File: src/rtl/cpu_types_pkg.sv
// Shared CPU types: register index width and pipeline controller FSM states.
// Latency: n/a (types only).
// Backpressure: n/a.
package cpu_types_pkg;

  localparam int REG_W = 5;

  typedef logic [REG_W-1:0] regbits_t;

  typedef enum logic [1:0] {
    RUN    = 2'd0,
    DRAIN  = 2'd1,
    HALTED = 2'd2
  } pipe_state_t;

endpackage

File: src/rtl/hazard_detect.sv
// Load-use hazard compare between the load in EX and the sources of ID.
// Latency: purely combinational, zero cycles.
// Backpressure: none; the controller decides whether the bubble is taken.
module hazard_detect
  import cpu_types_pkg::*;
(
  input  logic     memtoReg_EX,
  input  regbits_t rt_EX,
  input  regbits_t rs_ID,
  input  regbits_t rt_ID,
  output logic     load_use
);

  // Register zero is hardwired, so a load targeting it never creates a hazard.
  always_comb begin
    load_use = memtoReg_EX & (rt_EX != '0) & ((rt_EX == rs_ID) | (rt_EX == rt_ID));
  end

endmodule

File: src/rtl/pipeline_controller.sv
// Pipeline latch enable/flush sequencing, fetch/data stall arbitration, halt drain.
// Latency: enables, flushes and gated requests are combinational; halt is registered.
// Backpressure: whole pipeline freezes until both ihit and the MEM data access are done.
module pipeline_controller
  import cpu_types_pkg::*;
#(
  parameter int CNT_W = 16
) (
  input  logic             CLK,
  input  logic             nRST,
  input  logic             ihit,
  input  logic             dhit,
  input  logic             dREN_MEM,
  input  logic             dWEN_MEM,
  input  logic             memtoReg_EX,
  input  regbits_t         rt_EX,
  input  regbits_t         rs_ID,
  input  regbits_t         rt_ID,
  input  logic             redirect_MEM,
  input  logic             halt_MEM,
  output logic             pc_en,
  output logic             ifid_en,
  output logic             idex_en,
  output logic             exmem_en,
  output logic             memwb_en,
  output logic             ifid_flush,
  output logic             idex_flush,
  output logic             exmem_flush,
  output logic             memwb_flush,
  output logic             dmemREN,
  output logic             dmemWEN,
  output logic             halt,
  output logic [CNT_W-1:0] stall_cnt
);

  localparam logic [CNT_W-1:0] CNT_ONE = {{(CNT_W-1){1'b0}}, 1'b1};
  localparam logic [CNT_W-1:0] CNT_MAX = {CNT_W{1'b1}};

  pipe_state_t state, next_state;
  logic        dmem_done;
  logic        advance;
  logic        mem_op;
  logic        load_use;

  hazard_detect u_hazard (
    .memtoReg_EX (memtoReg_EX),
    .rt_EX       (rt_EX),
    .rs_ID       (rs_ID),
    .rt_ID       (rt_ID),
    .load_use    (load_use)
  );

  // Next state, advance decision and all combinational latch controls.
  always_comb begin
    next_state  = state;
    advance     = 1'b0;
    mem_op      = dREN_MEM | dWEN_MEM;
    pc_en       = 1'b0;
    ifid_en     = 1'b0;
    idex_en     = 1'b0;
    exmem_en    = 1'b0;
    memwb_en    = 1'b0;
    ifid_flush  = 1'b0;
    idex_flush  = 1'b0;
    exmem_flush = 1'b0;
    memwb_flush = 1'b0;
    // A finished access is held off the cache until the pipeline moves on.
    dmemREN     = dREN_MEM & ~dmem_done;
    dmemWEN     = dWEN_MEM & ~dmem_done;

    case (state)
      RUN: begin
        advance = ihit & (~mem_op | dhit | dmem_done);
        if (advance) begin
          if (halt_MEM) begin
            // Let the halt retire into WB and squash everything younger.
            memwb_en    = 1'b1;
            ifid_en     = 1'b1;
            idex_en     = 1'b1;
            exmem_en    = 1'b1;
            ifid_flush  = 1'b1;
            idex_flush  = 1'b1;
            exmem_flush = 1'b1;
            next_state  = DRAIN;
          end else if (redirect_MEM) begin
            // Wrong-path squash; also hides any load-use in ID since ID is discarded.
            pc_en       = 1'b1;
            ifid_en     = 1'b1;
            idex_en     = 1'b1;
            exmem_en    = 1'b1;
            memwb_en    = 1'b1;
            ifid_flush  = 1'b1;
            idex_flush  = 1'b1;
            exmem_flush = 1'b1;
          end else if (load_use) begin
            // Hold PC and IF/ID, push a bubble into EX.
            idex_en     = 1'b1;
            idex_flush  = 1'b1;
            exmem_en    = 1'b1;
            memwb_en    = 1'b1;
          end else begin
            pc_en       = 1'b1;
            ifid_en     = 1'b1;
            idex_en     = 1'b1;
            exmem_en    = 1'b1;
            memwb_en    = 1'b1;
          end
        end
      end
      DRAIN: begin
        memwb_en   = 1'b1;
        next_state = HALTED;
      end
      HALTED: begin
        dmemREN = 1'b0;
        dmemWEN = 1'b0;
      end
      default: begin
        next_state = RUN;
      end
    endcase

    // Everything the latches see is forced low while reset is held.
    if (!nRST) begin
      pc_en       = 1'b0;
      ifid_en     = 1'b0;
      idex_en     = 1'b0;
      exmem_en    = 1'b0;
      memwb_en    = 1'b0;
      ifid_flush  = 1'b0;
      idex_flush  = 1'b0;
      exmem_flush = 1'b0;
      memwb_flush = 1'b0;
      dmemREN     = 1'b0;
      dmemWEN     = 1'b0;
    end
  end

  // FSM state register.
  always_ff @(posedge CLK or negedge nRST) begin
    if (!nRST) state <= RUN;
    else       state <= next_state;
  end

  // Remember a data access that finished while still waiting on fetch.
  always_ff @(posedge CLK or negedge nRST) begin
    if (!nRST)        dmem_done <= 1'b0;
    else if (advance) dmem_done <= 1'b0;
    else if (dhit)    dmem_done <= 1'b1;
  end

  // Sticky halt flag, raised as DRAIN hands over to HALTED.
  always_ff @(posedge CLK or negedge nRST) begin
    if (!nRST)               halt <= 1'b0;
    else if (state == DRAIN) halt <= 1'b1;
  end

  // Saturating count of frozen cycles while running.
  always_ff @(posedge CLK or negedge nRST) begin
    if (!nRST)
      stall_cnt <= '0;
    else if ((state == RUN) && !advance && (stall_cnt != CNT_MAX))
      stall_cnt <= stall_cnt + CNT_ONE;
  end

endmodule

File: config.mk
export PLATFORM = sky130hd
export DESIGN_NAME = pipeline_controller
export DESIGN_NICKNAME = d
export VERILOG_FILES = /design/src/rtl/cpu_types_pkg.sv /design/src/rtl/hazard_detect.sv /design/src/rtl/pipeline_controller.sv
export SDC_FILE = /design/constraint.sdc
export NUM_CORES = 1
export LEC_CHECK = 0
export CAP_MARGIN = 25
export CORE_MARGIN = 10
export CORE_UTILIZATION = 32
export CTS_CLUSTER_SIZE = 28
export DETAILED_ROUTE_END_ITERATION = 7
export PLACE_DENSITY_LB_ADDON = 0.05
export SKIP_CTS_REPAIR_TIMING = 1
export SYNTH_ARGS = -nofsm -noshare
export SYNTH_HDL_FRONTEND = slang
export SYNTH_HIERARCHICAL = 1
export SYNTH_SLANG_ARGS = --single-unit
File: constraint.sdc
create_clock -name CLK -period 1.94 [get_ports CLK]
set_clock_uncertainty 0.1 [all_clocks]
set_input_delay 0.291 -clock CLK [delete_from_list [all_inputs] [get_ports CLK]]
set_output_delay 0.291 -clock CLK [all_outputs]
set_load 0.02 [all_outputs]
==> metrics.md, run 1 <==
| Metric | Value |
|---|---|
| Startpoint Class | `input pin` |
| Final setup vio count | `2` |
| Die Ht | `79.9 µm` |
| Post-synthesis cell count | `114` |
| CP Class | `input pin to primary output` |
| IO Pins | `52` |
| Remaining global-route overflow | `0` |
| Max cap viols | `0` |
| CP Max Fanout | `3` |
| Status | `finished, violations left` |
| # diodes | `0` |
| DP HPWL | `2620 µm` |
| Initial antenna violation count | `0` |
| Final hold vios | `0` |
| GRT Overall Usage | `approximately 9.8%` |
| Routed WL | `3220 µm` |
| Core Util, Final | `a little under three fifths` |
| Worst EP arrival | `1.60 ns` |
| Mapped Area | `between 1000 and 1500 µm²` |
| Worst-path clk slew | `about 0.11 ns` |
| CTS sink count | `20` |
| CTS tree | `built` |
| Post-synthesis register bit count | `20` |
| Share of synthesized registers carrying an async set or reset | `100%` |
| Initial core utilization | `33.7%` |
| Die Wd | `between 70 and 80 µm` |
| Syn nets | `139` |
| Htree depth | `1` |
| Vias per inst | `4.67` |
| GP Congestion | `0.730` |
| Root Buffer | `clkbuf_4` |
| Inserted Clock Buffers | `3` |
| Place WS | `-0.798 ns` |
| Antenna-violating nets left | `0` |
| Clk Latency, worst-skew pair | `0.30 ns` |
| Post-synth EDFFs | `0` |
| Dominant cell type by area after synthesis | `dfrtp_1` |
| Area delta synth->final | `67.8%` |
| Failing checks | `setup timing` |
| Final-report max-slew violation count | `0` |
| Setup slack after layout | `-0.0533 ns` |
| Nets | `212` |
| CTS max path bufs | `2` |
| Yosys cell types | `28` |
| IO Port Bufs | `50` |
| DR iter-0 viols | `27` |
| Pin count of the biggest net entering global routing | `17` |
| Post-route minimum period | `between 1.5 and 2 ns` |
| Syn Area/Cell | `around 10 µm²` |
| Drt drc | `0` |
| Power Density | `871 nW/µm²` |
| Final period util | `103%` |
| Vias in the first global route | `1159` |
| Number of fillers in the final layout | `337` |
| Sequential fraction of the synthesis area | `43.5%` |
| Largest cells by area after synthesis | `dfrtp_1 (44%), xnor2_1 (12%), xor2_1 (6.9%)` |
| CP required | `about 1.6 ns` |
| Die footprint | `6390 µm²` |
| Prevailing post-synth register cell | `dfrtp_1` |
| Via count | `1084` |
| LEAKAGE | `0.988 nW` |
| Core box area | `3420 µm²` |
| Post-synth top area share | `43.5%` |
| Worst VDD drop | `0.326 mV` |
| Yosys warns | `6` |
| Max Clk Rate | `0.502 GHz` |
| First-pass GRT wire length | `5150 µm` |
| Drt first pass iters | `2` |
| Rows | `21` |
| Min-delay worst type | `input pin to async pin` |
| CP endpoint kind | `primary output` |
| Mean routed wirelength per cell | `13.9 µm` |
| RSZ-0062 raised after global routing | `yes` |
| Layout cells sized above 1 | `between 20 and 25%` |
-- worst paths after layout --
path | start | to | slack [ns] | depth (start not counted)
setup / recovery | rt_EX[4] | pc_en | -0.05 | 9
hold / removal | nRST | state[0]$_DFFE_PN0P_ | 0.15 | 2
setup reg to reg | dmem_done$_DFFE_PN0P_ | stall_cnt[1]$_DFFE_PN0P_ | 0.06 | 5
hold reg to reg | halt$_DFFE_PN0N_ | halt$_DFFE_PN0N_ | 0.37 | 1
max in group asynchronous | nRST | stall_cnt[9]$_DFFE_PN0P_ | 1.19 | 3
min in group CLK | halt$_DFFE_PN0N_ | halt$_DFFE_PN0N_ | 0.37 | 1
-- layout make-up --
| class | count | area (µm²) | share of cell area (%) |
|---|---|---|---|
| timing repair buffer | 72 | 681 | 35.3 |
| multi-input combinational | 86 | 639 | 33.1 |
| sequential | 20 | 500 | 25.9 |
| tap | 46 | 57.6 | 2.98 |
| inverter | 4 | 15.0 | 0.778 |
| clock buffer | 4 | 36.3 | 1.88 |
-- layer usage --
layer  vias up  GRT usage [%]  part of all wire (%)
li1        536              -                     -
met1       506           10.3                    39
met2        38           15.9                    47
met3         4           6.08                    12
met4         0           3.17                   1.3
met5         -              0                     0
-- state kept, by name (all words and copies together), names as in the netlist --
name and cells:
dmem_done 1, halt 1, stall_cnt 16, state 2
-- metrics by stage --
step | total power, W | cell area, µm² | hold WS (ns) | setup TNS, ns | cells
after floorplan | 0.00100 | 1150 | -0.105 | 0 | 114
after global placement | 0.00143 | 1830 | 0.343 | -8.15 | 226
after detailed placement | 0.00143 | 1830 | 0.347 | -8.47 | 226
after CTS | 0.00169 | 1870 | 0.137 | -4.72 | 230
after global routing | 0.00180 | 1930 | 0.144 | -0.229 | 232
final | 0.00168 | 1930 | 0.150 | -0.0572 | 232
-- cell usage in the layout, fill, tap and decap left out, types with 3 or more instances in the layout --
master            n
nor2_1            8
nand3_1           8
nand2_1           8
xnor2_1          16
dfrtp_1          20
dlymetal6s2s_1   14
inv_1             3
clkdlybuf4s50_1  29
clkbuf_2          4
and3_1            3
buf_4            23
nand4_1           7
clkbuf_4          3
xor2_1            9
-- power breakdown --
group / switching (W) / internal (W) / leakage, nW
sequential: 0.0000814 / 0.000509 / 0.256
clock: 0.000128 / 0.000114 / 0.0210
combinational: 0.000414 / 0.000434 / 0.711
-- synth_stat cells, drive strengths merged, types with 2 or more instances --
cell	number
nor3	4
a21oi	3
nand3	9
o211a	2
buf	4
inv	4
xor2	9
nand4	7
mux2	2
nand2	8
nor4	3
and3	3
xnor2	16
dfrtp	20
and2	2
nor2	9
-- critical path, cell delays in order --
cell,delay [ns]
dlymetal6s2s_1,0.14
buf_4,0.15
xor2_1,0.15
nor3_1,0.20
nand3_1,0.11
a21oi_2,0.19
nor2b_4,0.17
nor3_2,0.05
buf_4,0.15
-- cell families after synthesis --
group                      count (synthesis)  synth area share (%)
AOI/OAI and AO/OA                          9                  7.94
xor gates and xnor gates                  25                  19.0
adders and majority gates                  1                  1.09
buffers and inverters                      8                  4.24
DFF                                       20                  43.5
muxes                                      2                  1.96
other                                      1                 0.326
and+or+nand+nor                           48                  21.9
Note: power is estimated with default switching activity, not from simulation.
==> run 2: changes to the inputs <==
- SKIP_LAST_GASP: not set -> 1
==> metrics.md, run 2 (synthesis gave the netlist of run 1 again) <==
| Metric | Value |
|---|---|
| Area delta synth->final | `67.1%` |
| DP HPWL | `2620 µm (unchanged)` |
| Place WS | `-0.798 ns (unchanged)` |
| Register-to-Register Path Depth | `5 (unchanged)` |
| Routed WL | `3220 µm (-0.25%)` |
| Mean routed wirelength per cell | `13.9 µm (-0.25%)` |
| Max Clk Rate | `0.500 GHz (-0.31%)` |
| Worst EP arrival | `1.61 ns (about the same)` |
| Nets | `212 (unchanged)` |
| Final hold vios | `0 (unchanged)` |
| Cells along the critical path | `dlymetal6s2s_1 -> buf_4 -> xor2_1 -> nor3_1 -> nand3_1 -> a21oi_2 -> nor2b_4 -> nor3_2 -> buf_4` |
| Flop-to-flop setup slack | `0.07 ns (about the same)` |
| Family with the most delay on the worst path | `simple AND/OR/NAND/NOR gates` |
| Final-report max-slew violation count | `0 (unchanged)` |
| RR Startpoint | `dmem_done$_DFFE_PN0P_` |
| Crit-path slowest cell | `nor3_1` |
| Rows | `21 (unchanged)` |
| # diodes | `0 (unchanged)` |
| Final Instance Area | `1920 µm² (-0.39%)` |
| Root Buffer | `clkbuf_4` |
| Failing checks | `setup timing` |
| Post-route minimum period | `2.00 ns (+0.00614 ns)` |
| Cell Area, Placed | `1830 µm² (unchanged)` |
| CP endpoint kind | `primary output` |
| Remaining global-route overflow | `0 (unchanged)` |
| Min-delay worst type | `input pin to async pin` |
| Final setup vio count | `4 (+2)` |
| Power Density | `871 nW/µm² (about the same)` |
| Antenna-violating nets left | `0 (unchanged)` |
| Inserted Clock Buffers | `3 (unchanged)` |
| Setup slack after layout | `-0.0595 ns (-0.00614 ns)` |
| Top Registers | `stall_cnt x16, state x2` |
| Most common cell on crit path | `buf_4` |
| CTS sink count | `20 (unchanged)` |
| Worst VDD drop | `0.325 mV (-0.31%)` |
| Max cap viols | `0 (unchanged)` |
| Pin count of the biggest net entering global routing | `17 (unchanged)` |
| CP Class | `input pin to primary output` |
| Critical path buffer and inverter count | `3 (unchanged)` |
| Startpoint Class | `input pin` |
| GRT Overall Usage | `9.82% (unchanged)` |
| Vias per inst | `4.68 (+0.18%)` |
| Die footprint | `6390 µm² (unchanged)` |
| Layout cells sized above 1 | `24.2% (-0.54 points)` |
| RSZ-0062 raised after global routing | `yes` |
| CP Max Fanout | `3 (unchanged)` |
| Top reg by flops | `stall_cnt` |
| Final period util | `103% (+0.32 points)` |
| Core box area | `3420 µm² (unchanged)` |
| Initial core utilization | `33.7% (unchanged)` |
| Clk Latency, worst-skew pair | `0.30 ns (about the same)` |
| GP Congestion | `0.730 (unchanged)` |
| Die Ht | `79.9 µm (unchanged)` |
| Worst-path clk slew | `0.11 ns (about the same)` |
| Vias in the first global route | `1159 (unchanged)` |
| DR iter-0 viols | `25 (-7.4%)` |
| RR Endpoint | `stall_cnt[1]$_DFFE_PN0P_` |
| First-pass GRT wire length | `5150 µm (unchanged)` |
| Max FFs per register | `16 (unchanged)` |
| CTS tree | `built` |
| Most frequent cells in the layout | `clkdlybuf4s50_1 (29), buf_4 (22), dfrtp_1 (20)` |
| Most common cell after layout, fill and taps aside | `clkdlybuf4s50_1` |
| Initial antenna violation count | `0 (unchanged)` |
| IO Pins | `52 (unchanged)` |
| Htree depth | `1 (unchanged)` |
| LEAKAGE | `0.986 nW (-0.16%)` |
| Drt first pass iters | `2 (unchanged)` |
| Via count | `1086 (+0.18%)` |
| Max incr delay on CP | `0.20 ns (about the same)` |
| CP required | `1.55 ns (about the same)` |
| Drt drc | `0 (unchanged)` |
| CTS max path bufs | `2 (unchanged)` |
| Status | `finished, violations left` |
| Die Wd | `79.9 µm (unchanged)` |
| IO Port Bufs | `50 (unchanged)` |
-- run 2: changes by cell type in the layout (fill, tap and decap cells not counted), sizes merged --
cell,previous run,this run
buf,25,24
clkbuf,8,9
-- run 2: worst max path at each step --
stage | end | slack [ns] | start | cells after the start
global route | pc_en | -0.13 | rt_EX[4] | 9
finish | pc_en | -0.06 | rt_EX[4] | 9
global placement | pc_en | -0.75 | rt_EX[1] | 7
CTS | pc_en | -0.81 | rt_EX[1] | 7
detailed placement | pc_en | -0.80 | rt_EX[1] | 7
floorplan | stall_cnt[3]$_DFFE_PN0P_ | 0.01 | stall_cnt[0]$_DFFE_PN0P_ | 6
-- run 2: per-layer routing --
| metal | vias up | GRT usage [%] | wire length [µm] |
|---|---|---|---|
| met5 | - | 0 | 0 |
| li1 | 536 | - | - |
| met3 | 4 | 6.08 | 395 |
| met4 | 0 | 3.17 | 42 |
| met2 | 38 | 15.9 | 1510 |
| met1 | 508 | 10.3 | 1260 |
-- run 2: power breakdown --
part	total, W	internal, W	switching, W
Sequential	0.000590	0.000509	0.0000814
Clock	0.000242	0.000114	0.000128
Combinational	0.000842	0.000431	0.000411
-- run 2: layout make-up --
cell class,instances,area [µm²]
clock buffer,4,36.3
tap,46,57.6
multi-input combinational,86,634
fill,338,1490
sequential,20,500
inverter,4,15.0
timing repair buffer,72,678
-- run 2: stage by stage --
step | util (%) | instances | hold slack [ns] | TNS [ns] | power, W
2_1_floorplan | - | 114 | -0.105 | 0 | 0.00100
3_3_place_gp | 53.6 | 226 | 0.343 | -8.15 | 0.00143
3_5_place_dp | 53.6 | 226 | 0.347 | -8.47 | 0.00143
4_1_cts | 54.6 | 230 | 0.137 | -4.72 | 0.00169
5_1_grt | 56.3 | 232 | 0.142 | -0.611 | 0.00179
6_report | 56.3 | 232 | 0.148 | -0.155 | 0.00167
